## src/rtl/hazard_ctrl.sv

```systemverilog
// rtl/hazard_ctrl.sv - pipeline hazard/stall controller with saturating event counters
module hazard_ctrl #(
  parameter int CNT_W = 16
) (
  input  logic             clk,
  input  logic             rst,
  input  logic [4:0]       ifid_rs,
  input  logic [4:0]       ifid_rt,
  input  logic             ifid_uses_rs,
  input  logic             ifid_uses_rt,
  input  logic             idex_mem_read,
  input  logic [4:0]       idex_rt,
  input  logic             br_taken,
  input  logic             dmem_busy,
  output logic             pc_write,
  output logic             ifid_write,
  output logic             ifid_flush,
  output logic             idex_bubble,
  output logic             exmem_flush,
  output logic             pipe_hold,
  output logic             memwb_bubble,
  output logic [CNT_W-1:0] lu_cnt,
  output logic [CNT_W-1:0] hold_cnt,
  output logic [CNT_W-1:0] flush_cnt
);

  typedef enum logic [1:0] {
    RUN     = 2'd0,
    HOLD    = 2'd1,
    HOLD_BR = 2'd2
  } state_t;

  localparam logic [CNT_W-1:0] CNT_MAX = '1;
  localparam logic [CNT_W-1:0] CNT_ONE = {{(CNT_W-1){1'b0}}, 1'b1};

  state_t state;
  state_t state_nxt;

  logic lu_det;
  logic ev_hold;
  logic ev_flush;
  logic ev_lu;

  // Load in EX whose destination feeds an operand read in ID; r0 never creates a dependency.
  assign lu_det = idex_mem_read && (idex_rt != 5'd0) &&
                  ((ifid_uses_rs && (ifid_rs == idex_rt)) ||
                   (ifid_uses_rt && (ifid_rt == idex_rt)));

  // Event priority: memory hold beats branch flush beats load-use bubble.
  // A branch parked in HOLD_BR flushes on the first non-busy cycle.
  assign ev_hold  = dmem_busy;
  assign ev_flush = !dmem_busy && (br_taken || (state == HOLD_BR));
  assign ev_lu    = !dmem_busy && !ev_flush && lu_det;

  // State register; reset drops any pending branch flush.
  always_ff @(posedge clk or posedge rst) begin
    if (rst) state <= RUN;
    else     state <= state_nxt;
  end

  // Next state: track whether a hold is active and whether a taken branch is waiting behind it.
  always_comb begin
    state_nxt = state;
    case (state)
      RUN: begin
        if (dmem_busy) state_nxt = br_taken ? HOLD_BR : HOLD;
      end
      HOLD: begin
        if (!dmem_busy)    state_nxt = RUN;
        else if (br_taken) state_nxt = HOLD_BR;
      end
      HOLD_BR: begin
        if (!dmem_busy) state_nxt = RUN;
      end
      default: state_nxt = RUN;
    endcase
  end

  // Output decode: reset forces every pipeline register to load a bubble, otherwise map the winning event.
  always_comb begin
    pc_write     = 1'b1;
    ifid_write   = 1'b1;
    ifid_flush   = 1'b0;
    idex_bubble  = 1'b0;
    exmem_flush  = 1'b0;
    pipe_hold    = 1'b0;
    memwb_bubble = 1'b0;
    if (rst) begin
      pc_write     = 1'b0;
      ifid_write   = 1'b0;
      ifid_flush   = 1'b1;
      idex_bubble  = 1'b1;
      exmem_flush  = 1'b1;
      memwb_bubble = 1'b1;
    end else if (ev_hold) begin
      pc_write     = 1'b0;
      ifid_write   = 1'b0;
      pipe_hold    = 1'b1;
      memwb_bubble = 1'b1;
    end else if (ev_flush) begin
      ifid_flush   = 1'b1;
      idex_bubble  = 1'b1;
      exmem_flush  = 1'b1;
    end else if (ev_lu) begin
      pc_write     = 1'b0;
      ifid_write   = 1'b0;
      idex_bubble  = 1'b1;
    end
  end

  // Saturating event counters, one increment per cycle in which the event wins.
  always_ff @(posedge clk or posedge rst) begin
    if (rst) begin
      lu_cnt    <= '0;
      hold_cnt  <= '0;
      flush_cnt <= '0;
    end else begin
      if (ev_lu && (lu_cnt != CNT_MAX))       lu_cnt    <= lu_cnt + CNT_ONE;
      if (ev_hold && (hold_cnt != CNT_MAX))   hold_cnt  <= hold_cnt + CNT_ONE;
      if (ev_flush && (flush_cnt != CNT_MAX)) flush_cnt <= flush_cnt + CNT_ONE;
    end
  end

endmodule

```

## config.mk

```make
export PLATFORM = sky130hd
export DESIGN_NAME = hazard_ctrl
export DESIGN_NICKNAME = d
export VERILOG_FILES = /design/src/rtl/hazard_ctrl.sv
export SDC_FILE = /design/constraint.sdc
export NUM_CORES = 1
export LEC_CHECK = 0
export CAP_MARGIN = 20
export CORE_ASPECT_RATIO = 1.2
export CORE_MARGIN = 4
export CORE_UTILIZATION = 51
export DETAILED_ROUTE_END_ITERATION = 8
export PLACE_DENSITY_LB_ADDON = 0.25
export SETUP_SLACK_MARGIN = 0.5
export SLEW_MARGIN = 40
export SYNTH_ARGS = -nofsm -noshare
export SYNTH_HDL_FRONTEND = slang
export SYNTH_SLANG_ARGS = --single-unit
```

## constraint.sdc

```tcl
create_clock -name clk -period 3.2 [get_ports clk]
set_input_delay 0.48 -clock clk [delete_from_list [all_inputs] [get_ports clk]]
set_output_delay 0.48 -clock clk [all_outputs]
set_load 0.005 [all_outputs]
```

# Yosys cells after proc, flatten, opt, wreduce, memory -nomap -nowiden
# Index checks and enable logic that the tools add are counted.
[word_totals]
out_inout_bits = 55
reg_bits = 50
word_cells = 54
[classes]
muxes = 20
reduce_logical = 17
addsub = 3
n_eq_ne = 10
[op_table]
columns = ["op", "count"]
rows = [
  ["$add A16 B1 Y16 const B", 3],
  ["$ne A16 B16 Y1 const B", 3],
  ["$mux W1", 14],
  ["$eq A5 B5 Y1", 2],
  ["$logic_and A1 B1 Y1", 10],
  ["$mux W2", 5],
  ["$pmux W2 S3", 1],
  ["$reduce_bool A5 Y1", 1],
  ["$ne A2 B2 Y1 const B", 2],
  ["$ne A3 B3 Y1 const B", 1],
  ["$reduce_and A3 Y1", 1],
  ["$eq A2 B1 Y1 const B", 1],
  ["$eq A2 B2 Y1 const B", 1],
  ["$logic_not A1 Y1", 2],
  ["$logic_not A2 Y1", 1],
  ["$logic_or A1 B1 Y1", 2],
]

# Longest topological paths before layout
[depth]
depth_word = 10
ltp_mapped = 8
ltp_nobuf = 6

# Worst setup path after synthesis
# No wires, ideal clock.
[synth_path]
path_kind = "in2out"
start = "in rst"
end = "out idex_bubble"
setup_slack_ns = 0.641
path_stages = 3
required_time_ns = 2.720
n_path_buf = 0
arrival_time_ns = 2.079
cell_sequence = "inv_1 > nand2_1 > or2_1"
[synth_between]
elab_chain_len = 1
[synth_lines]
columns = ["element", "line", "source"]
rows = [
  ["start, declared", "6", "input logic rst,"],
  ["$mux W1", "88", "if (rst) begin"],
  ["end, declared", "18", "output logic idex_bubble,"],
]
# Every way passes these cells.

# Final worst setup path
[layout_path]
start = "in ifid_rt[1]"
end = "out idex_bubble"
[layout_between]
elab_chain_len = 9
[layout_lines]
columns = ["element", "line", "source"]
rows = [
  ["start, declared", "8", "input logic [4:0] ifid_rt,"],
  ["$eq A5 B5 Y1", "47", "(ifid_uses_rt && (ifid_rt == idex_rt)));"],
  ["$logic_and A1 B1 Y1", "47", ""],
  ["$logic_or A1 B1 Y1", "46", "((ifid_uses_rs && (ifid_rs == idex_rt)) ||"],
  ["$logic_and A1 B1 Y1", "45", "assign lu_det = idex_mem_read && (idex_rt != 5'd0) &&"],
  ["$logic_and A1 B1 Y1", "53", "assign ev_lu = !dmem_busy && !ev_flush && lu_det;"],
  ["$mux W1", "104", "end else if (ev_lu) begin"],
  ["$mux W1", "100", "end else if (ev_flush) begin"],
  ["$mux W1", "95", "end else if (ev_hold) begin"],
  ["$mux W1", "88", ""],
]
# Every way passes these cells.

==> reports/results.ini <==
[logic_synthesis]
ys_top_cells_by_count = dfrtp_1 (50), xor2_1 (30), xnor2_1 (21), nand3_1 (20)
yosysSeqAreaShare = 0.476
synth_most_common_cell = dfrtp_1
synthTopCellsByArea = dfrtp_1 (48%), xor2_1 (10%), xnor2_1 (7.0%)
yosys_register_bits = 50
syn_inst = 239
synth_area_um2 = 2630
synth_nets = 264
synth_top_area_share = 0.476
synth_area_per_cell_um2 = 11.0
yosysWarnings = 0
async_flop_share = 1.00
synth.distinct_cells = 42
synth-edff-count = 0
yosys.area.top_type = dfrtp_1
synth_ff_type = dfrtp_1

[min_path]
hp-class = reg2reg
holdPathStages = 1
hold_start = state[1]
hold-path-endpoint = state[0]

[route]
remaining_drc_errors = 0
first_pass_iters = 4
drtIter0Drc = 90
wirelength_um = 5860
wl_per_cell_um = 15.3
vias = 2081
antenna_left = 0
viasPerCell = 5.45

[global_routing]
met3_usage = 0.0510
grt_usage = 0.196
grt_antenna_before_repair = 0
grt_max_degree = 51
grt_pass1_vias = 2135
busiest_layer = met2
grt_use_met2 = 0.331
grt_pass1_wl_um = 9910
grt.met1_usage = 0.238
overflow = 0

[pwr]
power_density_nw_per_um2 = 450
power.total_uw = 1600
irDropWorstVdd_v = 0.000395
leakagePower_uw = 0.00152

[timing]
finalCritPeriodShare = 0.805
fin_setup_tns_ns = 0
clock_skew_ns = 0.0115
fin_crit_ns = 2.57
relSlewSlack = 0.578
hold_violations = 0
slew_violations = 0
hold-worst-slack_ns = 0.457
worst-slew-pin-transition_ns = 0.625
setup_viol = 0
fmax_mhz = 388
rsz0062_at_grt = false

[setup_path]
path_class = in2out
cp.required_ns = 2.72
startpoint_type = input port
cp_slowest_cell = clkdlybuf4s50_1
end_kind = primary output
crit_arrival_ns = 2.09
critPathMaxStageDelay_ns = 0.42
cp_cell_sequence = clkdlybuf4s50_1 > xor2_1 > nor4_2 > a32oi_2 > nor2_2 > or2_1 > dlygate4sd2_1
r2r-end = lu_cnt[15]
path_max_fanout = 2
r2r_start = lu_cnt[0]
rrSetupSlack_ns = 1.02
r2r_cells = 7

[clocking]
clockBufferDepth = 2
cts_buffers = 5
cts_tree = yes
post_cts_buffers = 0
clock_sinks = 50
cts_root_buffer = clkbuf_8
cts_resized = 10
cts-hold-fix-buffers = 0
htreeDepth = 2
insertion_delay_ns = 0.30
path_clk_slew_ns = 0.09

[placement]
gp_congestion = 0.763
portBuffers = 76
dpl.hpwl_um = 4330

[floorplanning]
die_w_um = 73.6
core_um2 = 4970
start_util = 0.529
die-area_um2 = 6370
rows = 28
die_h_um = 86.7
io-pin-count = 77

[cells_and_area]
drive_above_1_share = 0.0932
area_growth_pct = 34.9
diodes = 0
layout.nets = 346
fill_cells = 388
fin_util = 0.713

[run_status]
status = finished clean

[job]
drv_cap = 0

-- worst max-delay path by stage --
stage                  endpoint  slack (ns)       start
finish              idex_bubble        0.63  ifid_rt[1]
global route        idex_bubble        0.50  ifid_rt[0]
CTS                 idex_bubble        0.60  ifid_rt[1]
detailed placement  idex_bubble        0.16  idex_rt[2]
global placement    idex_bubble        0.21  idex_rt[2]
floorplan           idex_bubble        0.64         rst
-- cell usage in the layout, fill, tap and decap left out, types with 6 or more instances in the layout --
cell | synthesis | final
nand2_1 | 16 | 16
dlygate4sd2_1 | 0 | 8
nor2_1 | 13 | 12
dfrtp_1 | 50 | 50
nand3_1 | 20 | 20
xnor2_1 | 21 | 21
and3_1 | 6 | 6
xor2_1 | 30 | 30
nand4_1 | 16 | 16
clkbuf_8 | 0 | 6
clkdlybuf4s50_1 | 0 | 68
nor4_2 | 8 | 9
-- state kept, by name, summed over array words and instances (netlist names) --
register	cells
state	2
hold_cnt	16
flush_cnt	16
lu_cnt	16
-- routing by layer --
| layer | vias to the layer above | wire (µm) |
|---|---|---|
| li1 | 1010 | - |
| met1 | 1002 | 2480 |
| met2 | 59 | 2890 |
| met3 | 10 | 376 |
| met4 | 0 | 108 |
| met5 | - | 0 |
-- metrics by stage --
step | cells | setup WS, ns | cell area (µm²)
detailed placement | 374 | 0.163 | 3460
global route | 382 | 0.500 | 3550
finish | 382 | 0.626 | 3550
CTS | 382 | 0.597 | 3550
floorplan | 239 | 0.641 | 2630
global placement | 374 | 0.212 | 3460
-- worst max-delay path, delay by kind of cell --
kind | cells | cell delay, ns
AO/OA/AOI/OAI | 1 | 0.17
buffers and inverters | 2 | 0.65
AND/OR/NAND/NOR | 3 | 0.64
XOR/XNOR | 1 | 0.16
-- report_power, final --
part,switching [µW],internal [µW]
clock network,204,175
registers,108,715
logic,144,253
total,455,1140
-- final cells by class --
class / count / area (µm²) / area share
Clock buffer: 7 / 86.3 / 0.0243
Clock inverter: 1 / 5.00 / 0.00141
Inverter: 4 / 15.0 / 0.00423
Multi-Input combinational cell: 179 / 1330 / 0.374
Sequential cell: 50 / 1250 / 0.353
Tap cell: 60 / 75.1 / 0.0212
Timing Repair Buffer: 81 / 788 / 0.222
-- kinds of logic after synthesis --
| family | count (synthesis) | share of synthesized area |
|---|---|---|
| and+or+nand+nor | 108 | 0.258 |
| xor gates and xnor gates | 51 | 0.170 |
| DFF | 50 | 0.476 |
| AOI/OAI and AO/OA | 12 | 0.0371 |
| buffers and inverters | 10 | 0.0233 |
| muxes | 5 | 0.0214 |
| adders and majority gates | 3 | 0.0143 |
No activity file was read; power rests on OpenSTA's default activity.
